### src/rtl/clause_vote_accumulator.sv
// Clause vote accumulator: sums polarity-weighted clause outputs over one frame,
// clamps the class sum to +/-THRESHOLD and holds it behind a valid/ack handshake
// while stop_flag freezes the upstream clause counter.
module clause_vote_accumulator #(
    parameter int unsigned NUM_CLAUSES = 64,
    parameter int unsigned SUM_W       = 8,
    parameter int unsigned THRESHOLD   = 15
) (
    input  logic                    clk,
    input  logic                    rst_flag_n,
    input  logic                    in_valid,
    input  logic [5:0]              clause_idx,
    input  logic                    clause_out,
    input  logic                    sum_ack,
    output logic                    stop_flag,
    output logic                    sum_valid,
    output logic signed [SUM_W-1:0] class_sum,
    output logic                    class_vote,
    output logic                    seq_error
);

    localparam logic [5:0]              LastIdx = 6'(NUM_CLAUSES - 1);
    localparam logic signed [SUM_W-1:0] TPos    = SUM_W'(THRESHOLD);
    localparam logic signed [SUM_W-1:0] TNeg    = -TPos;

    typedef enum logic [1:0] {StIdle, StAccum, StHold} state_e;

    state_e                  state_q, state_d;
    logic signed [SUM_W-1:0] acc_q, acc_d;
    logic [5:0]              expected_q, expected_d;
    logic                    seq_error_q, seq_error_d;
    logic                    sum_valid_q, sum_valid_d;
    logic                    stop_q, stop_d;
    logic signed [SUM_W-1:0] class_sum_q, class_sum_d;
    logic                    class_vote_q, class_vote_d;

    logic [1:0]              rst_sync_q;
    logic                    rst_n;
    logic signed [SUM_W-1:0] contrib;
    logic signed [SUM_W-1:0] acc_sum;
    logic signed [SUM_W-1:0] final_sum;
    logic signed [SUM_W-1:0] clamped;
    logic                    finish;

    // Saturate only the presented result; the accumulator itself cannot overflow.
    function automatic logic signed [SUM_W-1:0] clamp_sum(input logic signed [SUM_W-1:0] v);
        if (v > TPos) begin
            return TPos;
        end else if (v < TNeg) begin
            return TNeg;
        end
        return v;
    endfunction

    // Reset asserts immediately but releases only after two clock edges.
    always_ff @(posedge clk or negedge rst_flag_n) begin
        if (!rst_flag_n) begin
            rst_sync_q <= 2'b00;
        end else begin
            rst_sync_q <= {rst_sync_q[0], 1'b1};
        end
    end

    assign rst_n = rst_sync_q[1];

    // Even index votes for the class, odd index votes against it.
    assign contrib = !clause_out ? '0 : (clause_idx[0] ? '1 : SUM_W'(1));
    assign acc_sum = acc_q + contrib;

    // Next-state and result computation.
    always_comb begin
        state_d      = state_q;
        acc_d        = acc_q;
        expected_d   = expected_q;
        seq_error_d  = 1'b0;
        sum_valid_d  = sum_valid_q;
        stop_d       = stop_q;
        class_sum_d  = class_sum_q;
        class_vote_d = class_vote_q;
        finish       = 1'b0;
        final_sum    = acc_sum;

        unique case (state_q)
            StIdle: begin
                if (in_valid) begin
                    if (clause_idx == 6'd0) begin
                        acc_d     = contrib;
                        final_sum = contrib;
                        if (LastIdx == 6'd0) begin
                            finish = 1'b1;
                        end else begin
                            expected_d = 6'd1;
                            state_d    = StAccum;
                        end
                    end else begin
                        seq_error_d = 1'b1;
                    end
                end
            end
            StAccum: begin
                if (in_valid) begin
                    if (clause_idx == expected_q) begin
                        acc_d     = acc_sum;
                        final_sum = acc_sum;
                        if (clause_idx == LastIdx) begin
                            finish = 1'b1;
                        end else begin
                            expected_d = expected_q + 6'd1;
                        end
                    end else begin
                        seq_error_d = 1'b1;
                        if (clause_idx == 6'd0) begin
                            // Out-of-order index 0 restarts the frame with this sample.
                            acc_d      = contrib;
                            final_sum  = contrib;
                            expected_d = 6'd1;
                        end else begin
                            acc_d      = '0;
                            expected_d = 6'd0;
                            state_d    = StIdle;
                        end
                    end
                end
            end
            StHold: begin
                if (sum_ack && sum_valid_q) begin
                    state_d     = StIdle;
                    acc_d       = '0;
                    expected_d  = 6'd0;
                    sum_valid_d = 1'b0;
                    stop_d      = 1'b0;
                end
            end
            default: begin
                state_d = StIdle;
            end
        endcase

        clamped = clamp_sum(final_sum);
        if (finish) begin
            state_d      = StHold;
            expected_d   = 6'd0;
            sum_valid_d  = 1'b1;
            stop_d       = 1'b1;
            class_sum_d  = clamped;
            class_vote_d = ~clamped[SUM_W-1];
        end
    end

    // State and registered outputs.
    always_ff @(posedge clk or negedge rst_n) begin
        if (!rst_n) begin
            state_q      <= StIdle;
            acc_q        <= '0;
            expected_q   <= 6'd0;
            seq_error_q  <= 1'b0;
            sum_valid_q  <= 1'b0;
            stop_q       <= 1'b0;
            class_sum_q  <= '0;
            class_vote_q <= 1'b0;
        end else begin
            state_q      <= state_d;
            acc_q        <= acc_d;
            expected_q   <= expected_d;
            seq_error_q  <= seq_error_d;
            sum_valid_q  <= sum_valid_d;
            stop_q       <= stop_d;
            class_sum_q  <= class_sum_d;
            class_vote_q <= class_vote_d;
        end
    end

    assign stop_flag  = stop_q;
    assign sum_valid  = sum_valid_q;
    assign class_sum  = class_sum_q;
    assign class_vote = class_vote_q;
    assign seq_error  = seq_error_q;

endmodule
### config.mk
export PLATFORM = sky130hd
export DESIGN_NAME = clause_vote_accumulator
export DESIGN_NICKNAME = d
export VERILOG_FILES = /design/src/rtl/clause_vote_accumulator.sv
export SDC_FILE = /design/constraint.sdc
export NUM_CORES = 1
export LEC_CHECK = 0
export BUFFER_PORTS_ARGS = -buffer_cell sky130_fd_sc_hd__buf_4
export CORE_ASPECT_RATIO = 0.75
export CORE_MARGIN = 1
export CORE_UTILIZATION = 36
export DETAILED_ROUTE_END_ITERATION = 12
export PLACE_DENSITY = 0.64
export SYNTH_ARGS = -nofsm -noshare
export SYNTH_HDL_FRONTEND = slang
export SYNTH_SLANG_ARGS = --single-unit
### constraint.sdc
create_clock -name clk -period 1.05 [get_ports clk]
set_input_delay 0.105 -clock clk [delete_from_list [all_inputs] [get_ports clk]]
set_output_delay 0.105 -clock clk [all_outputs]
set_load 0.05 [all_outputs]
==> out/metrics.yaml <==
sta:
  finalCritPeriodShare_pct: 228
  final.setup.worst_slack_ns: -1.34
  final_critical_path_time_including_i_o_delays_and_setup_ns: 2.39
  achievable-frequency_mhz: 418
  rsz0062_at_grt: "yes"
  hold_viol_final: 0
  finalSetupViolCount: 29
  finalClockSkew_ns: 0.00747
  number_of_max_slew_violations_in_the_final_report: 0
clocking:
  cts_max_path_buffers: 2
  root_buffer: "sky130_fd_sc_hd__clkbuf_8"
  cts_num_sinks: 29
  clock_transition_at_path_regs_ns: 0.07
  clock_tree_from_tritoncts: "done"
  clock_tree.htree_level_count: 2
  clock_latency_ns: 0.28
  tritoncts.num_buffers: 5
place:
  dp_hpwl_um: 4290
  place_congestion: 0.885
  detailed_place.area_mm2: 0.00279
  port_buffers: 22
global_routing:
  met2_usage_pct: 42.2
  grtUsageMet1_pct: 34.2
  grt_start_max_net_pins: 28
  grt.busiest_layer: "met2"
  global_route.usage.met3_pct: 5.03
  globalRouteTotalUtil_pct: 25.7
  grt_remaining_overflow: 0
  antenna_found_initial: 0
  grt_first_pass_wirelength_um: 11000
  grt_pass1_vias: 2197
pwr:
  powerDensity_mw_per_mm2: 2210
  vdd_ir_drop_max_mv: 1.07
  total_power_mw: 7.91
  standby_leakage_power_nw: 1.62
routing:
  vias_per_cell: 5.55
  drt_iter0_drc: 185
  dr_total_vias: 2320
  totalWireLength_um: 7730
  wl_per_cell_um: 18.5
  drc: 0
  drt-pass1-iter-count: 5
  ant_nets: 0
finish:
  multiInputGateArea_mm2: 0.00159
  finalInstanceArea_mm2: 0.00357
  nNetsFinal: 365
  seq_area_um2: 726
  area_delta_synth_final_pct: 84.6
  layout_common_cells: "86 x sky130_fd_sc_hd__buf_4, 29 x sky130_fd_sc_hd__dfrtp_1, 28 x sky130_fd_sc_hd__buf_6, 27 x sky130_fd_sc_hd__nor2_1, 16 x sky130_fd_sc_hd__nand2_1"
  antennaDiodeCount: 0
  layout-drive-gt1-share_pct: 61.8
  filler_cell_count: 333
  most_common_cell_after_layout_fill_and_taps_aside: "sky130_fd_sc_hd__buf_4"
synth:
  synth_top_flop_cell: "sky130_fd_sc_hd__dfrtp_1"
  postSynthRegisterBits: 29
  post_synth_num_cell_types: 56
  ys.warnings.count: 0
  yosysSeqAreaShare_pct: 37.5
  syn_nets: 247
  synth.area.top_cells: "sky130_fd_sc_hd__dfrtp_1 37%, sky130_fd_sc_hd__nor2_1 7.2%, sky130_fd_sc_hd__ha_1 5.8%"
  synthArstFlopShare_pct: 100
  syn-mean-instance-area_um2: 8.53
  yosysTopAreaCellShare_pct: 37.5
  postSynthCellCount: 227
  synth_enable_flop_cells: 0
  mappedNetlistArea_mm2: 0.00194
  synth_top_area_cell: "sky130_fd_sc_hd__dfrtp_1"
min_path:
  worstHoldPathType: "input pin to flop"
floorplan:
  die_w_um: 86.7
  die-height_um: 65.5
  initial_utilization_pct: 38.5
  floorplan.die_area_mm2: 0.00568
  num_rows: 22
  pin_count: 23
  design.core.area_mm2: 0.00504
status:
  outcome: "finished with violations"
  violations: "setup timing"
worst_setup_path:
  end_kind: "flop"
  path_max_fanout: 4
  worst_path_arrival_time_ns: 2.61
  worst_path_class_setup: "flop to flop"
  start_kind: "flop"
  critPathRequiredTime_ns: 1.27
run:
  max_cap_violations: 0
## layout make-up
cell class / instances / share of cell area (%)
clock buffers: 6 / 2.31
clock inverters: 2 / 1.05
inverters: 8 / 0.910
multi-input cells: 183 / 44.5
flip-flops and latches: 29 / 20.3
well taps: 72 / 2.52
repair buffers: 118 / 28.4
## report_power, final
part	internal, mW	total, mW	switching (mW)
Sequential	1.34	1.55	0.203
Combinational	2.59	5.14	2.54
Clock	0.771	1.23	0.457
## layer usage
metal / up-vias / share of wire [%]
met1: 1100 / 43
met5: - / 0
met2: 138 / 46
met4: 0 / 3.3
met3: 34 / 7.7
li1: 1048 / -
## critical path: stages (launching register included)
cell                       delay [ns]
sky130_fd_sc_hd__dfrtp_1         0.42
sky130_fd_sc_hd__buf_6           0.13
sky130_fd_sc_hd__or4_4           0.57
sky130_fd_sc_hd__o221ai_4        0.21
sky130_fd_sc_hd__a21oi_2         0.10
sky130_fd_sc_hd__or2_1           0.30
sky130_fd_sc_hd__or2_0           0.26
sky130_fd_sc_hd__a41oi_2         0.18
sky130_fd_sc_hd__o22a_1          0.16
## what timing repair did
item,4_1_cts,5_1_grt
cloned,0,0
pin swaps,48,33
hold buffers,1,0
setup endpoints to repair,29,30
endpoints found under the hold margin,2,0
gates resized for setup,85,47
buffers inserted,22,15
## final timing paths
| check | slack (ns) | start | cells past startpoint | to |
|---|---|---|---|---|
| max in group asynchronous | 0.53 | rst_sync_q[1]$_DFF_PN0_ | 1 | acc_q[1]$_DFFE_PN0P_ |
| hold reg to reg | 0.24 | rst_sync_q[1]$_DFF_PN0_ | 1 | acc_q[5]$_DFFE_PN0P_ |
| min in group asynchronous | 0.15 | rst_flag_n | 2 | rst_sync_q[1]$_DFF_PN0_ |
| setup reg to reg | -1.34 | acc_q[1]$_DFFE_PN0P_ | 8 | class_sum[0]$_DFFE_PN0P_ |
| setup / recovery | -1.34 | acc_q[1]$_DFFE_PN0P_ | 8 | class_sum[0]$_DFFE_PN0P_ |
| hold / removal | 0.13 | sum_ack | 4 | stop_flag$_DFFE_PN0P_ |
## stage by stage
step | instances | util [%] | setup WS [ns] | setup TNS, ns | hold WS, ns
after floorplan | 227 | - | -1.12 | -19.24 | -0.191
after global placement | 387 | 55.5 | -1.17 | -24.11 | -0.112
after detailed placement | 387 | 55.5 | -1.26 | -25.18 | -0.111
after CTS | 410 | 66.3 | -1.17 | -23.04 | 0.102
after global routing | 418 | 71.0 | -1.42 | -28.12 | 0.141
final | 418 | 71.0 | -1.34 | -26.06 | 0.125
## cells by family after synthesis
group / Yosys count / share of synthesized area, %
AND/OR/NAND/NOR: 102 / 25.2
AO/OA/AOI/OAI: 61 / 22.2
flip-flops: 29 / 37.5
buffers and inverters: 15 / 4.13
adder cells (fa/ha/maj): 9 / 5.81
XOR/XNOR: 9 / 4.46
other: 1 / 0.194
multiplexers: 1 / 0.581
## cells in the mapped netlist (2+ instances only)
cell type,number
sky130_fd_sc_hd__nor2_1,37
sky130_fd_sc_hd__nand2_1,30
sky130_fd_sc_hd__dfrtp_1,29
sky130_fd_sc_hd__a21oi_1,18
sky130_fd_sc_hd__o21ai_0,15
sky130_fd_sc_hd__ha_1,9
sky130_fd_sc_hd__inv_1,8
sky130_fd_sc_hd__nand3_1,7
sky130_fd_sc_hd__nor3_1,7
sky130_fd_sc_hd__xnor2_1,7
sky130_fd_sc_hd__nand4_1,3
sky130_fd_sc_hd__or3_1,3
sky130_fd_sc_hd__a21bo_2,2
sky130_fd_sc_hd__a31oi_1,2
sky130_fd_sc_hd__a32o_1,2
sky130_fd_sc_hd__and2_1,2
sky130_fd_sc_hd__buf_4,2
sky130_fd_sc_hd__buf_6,2
sky130_fd_sc_hd__clkbuf_1,2
sky130_fd_sc_hd__o22a_1,2
sky130_fd_sc_hd__o31ai_1,2
sky130_fd_sc_hd__or3_2,2
## flip-flops by register name (all words and copies together) (netlist names)
register / flops
stop_flag: 1
acc_q: 8
seq_error: 1
state_q: 2
class_sum: 8
rst_sync_q: 2
class_vote: 1
expected_q: 6
(Power assumes the default switching activity.)
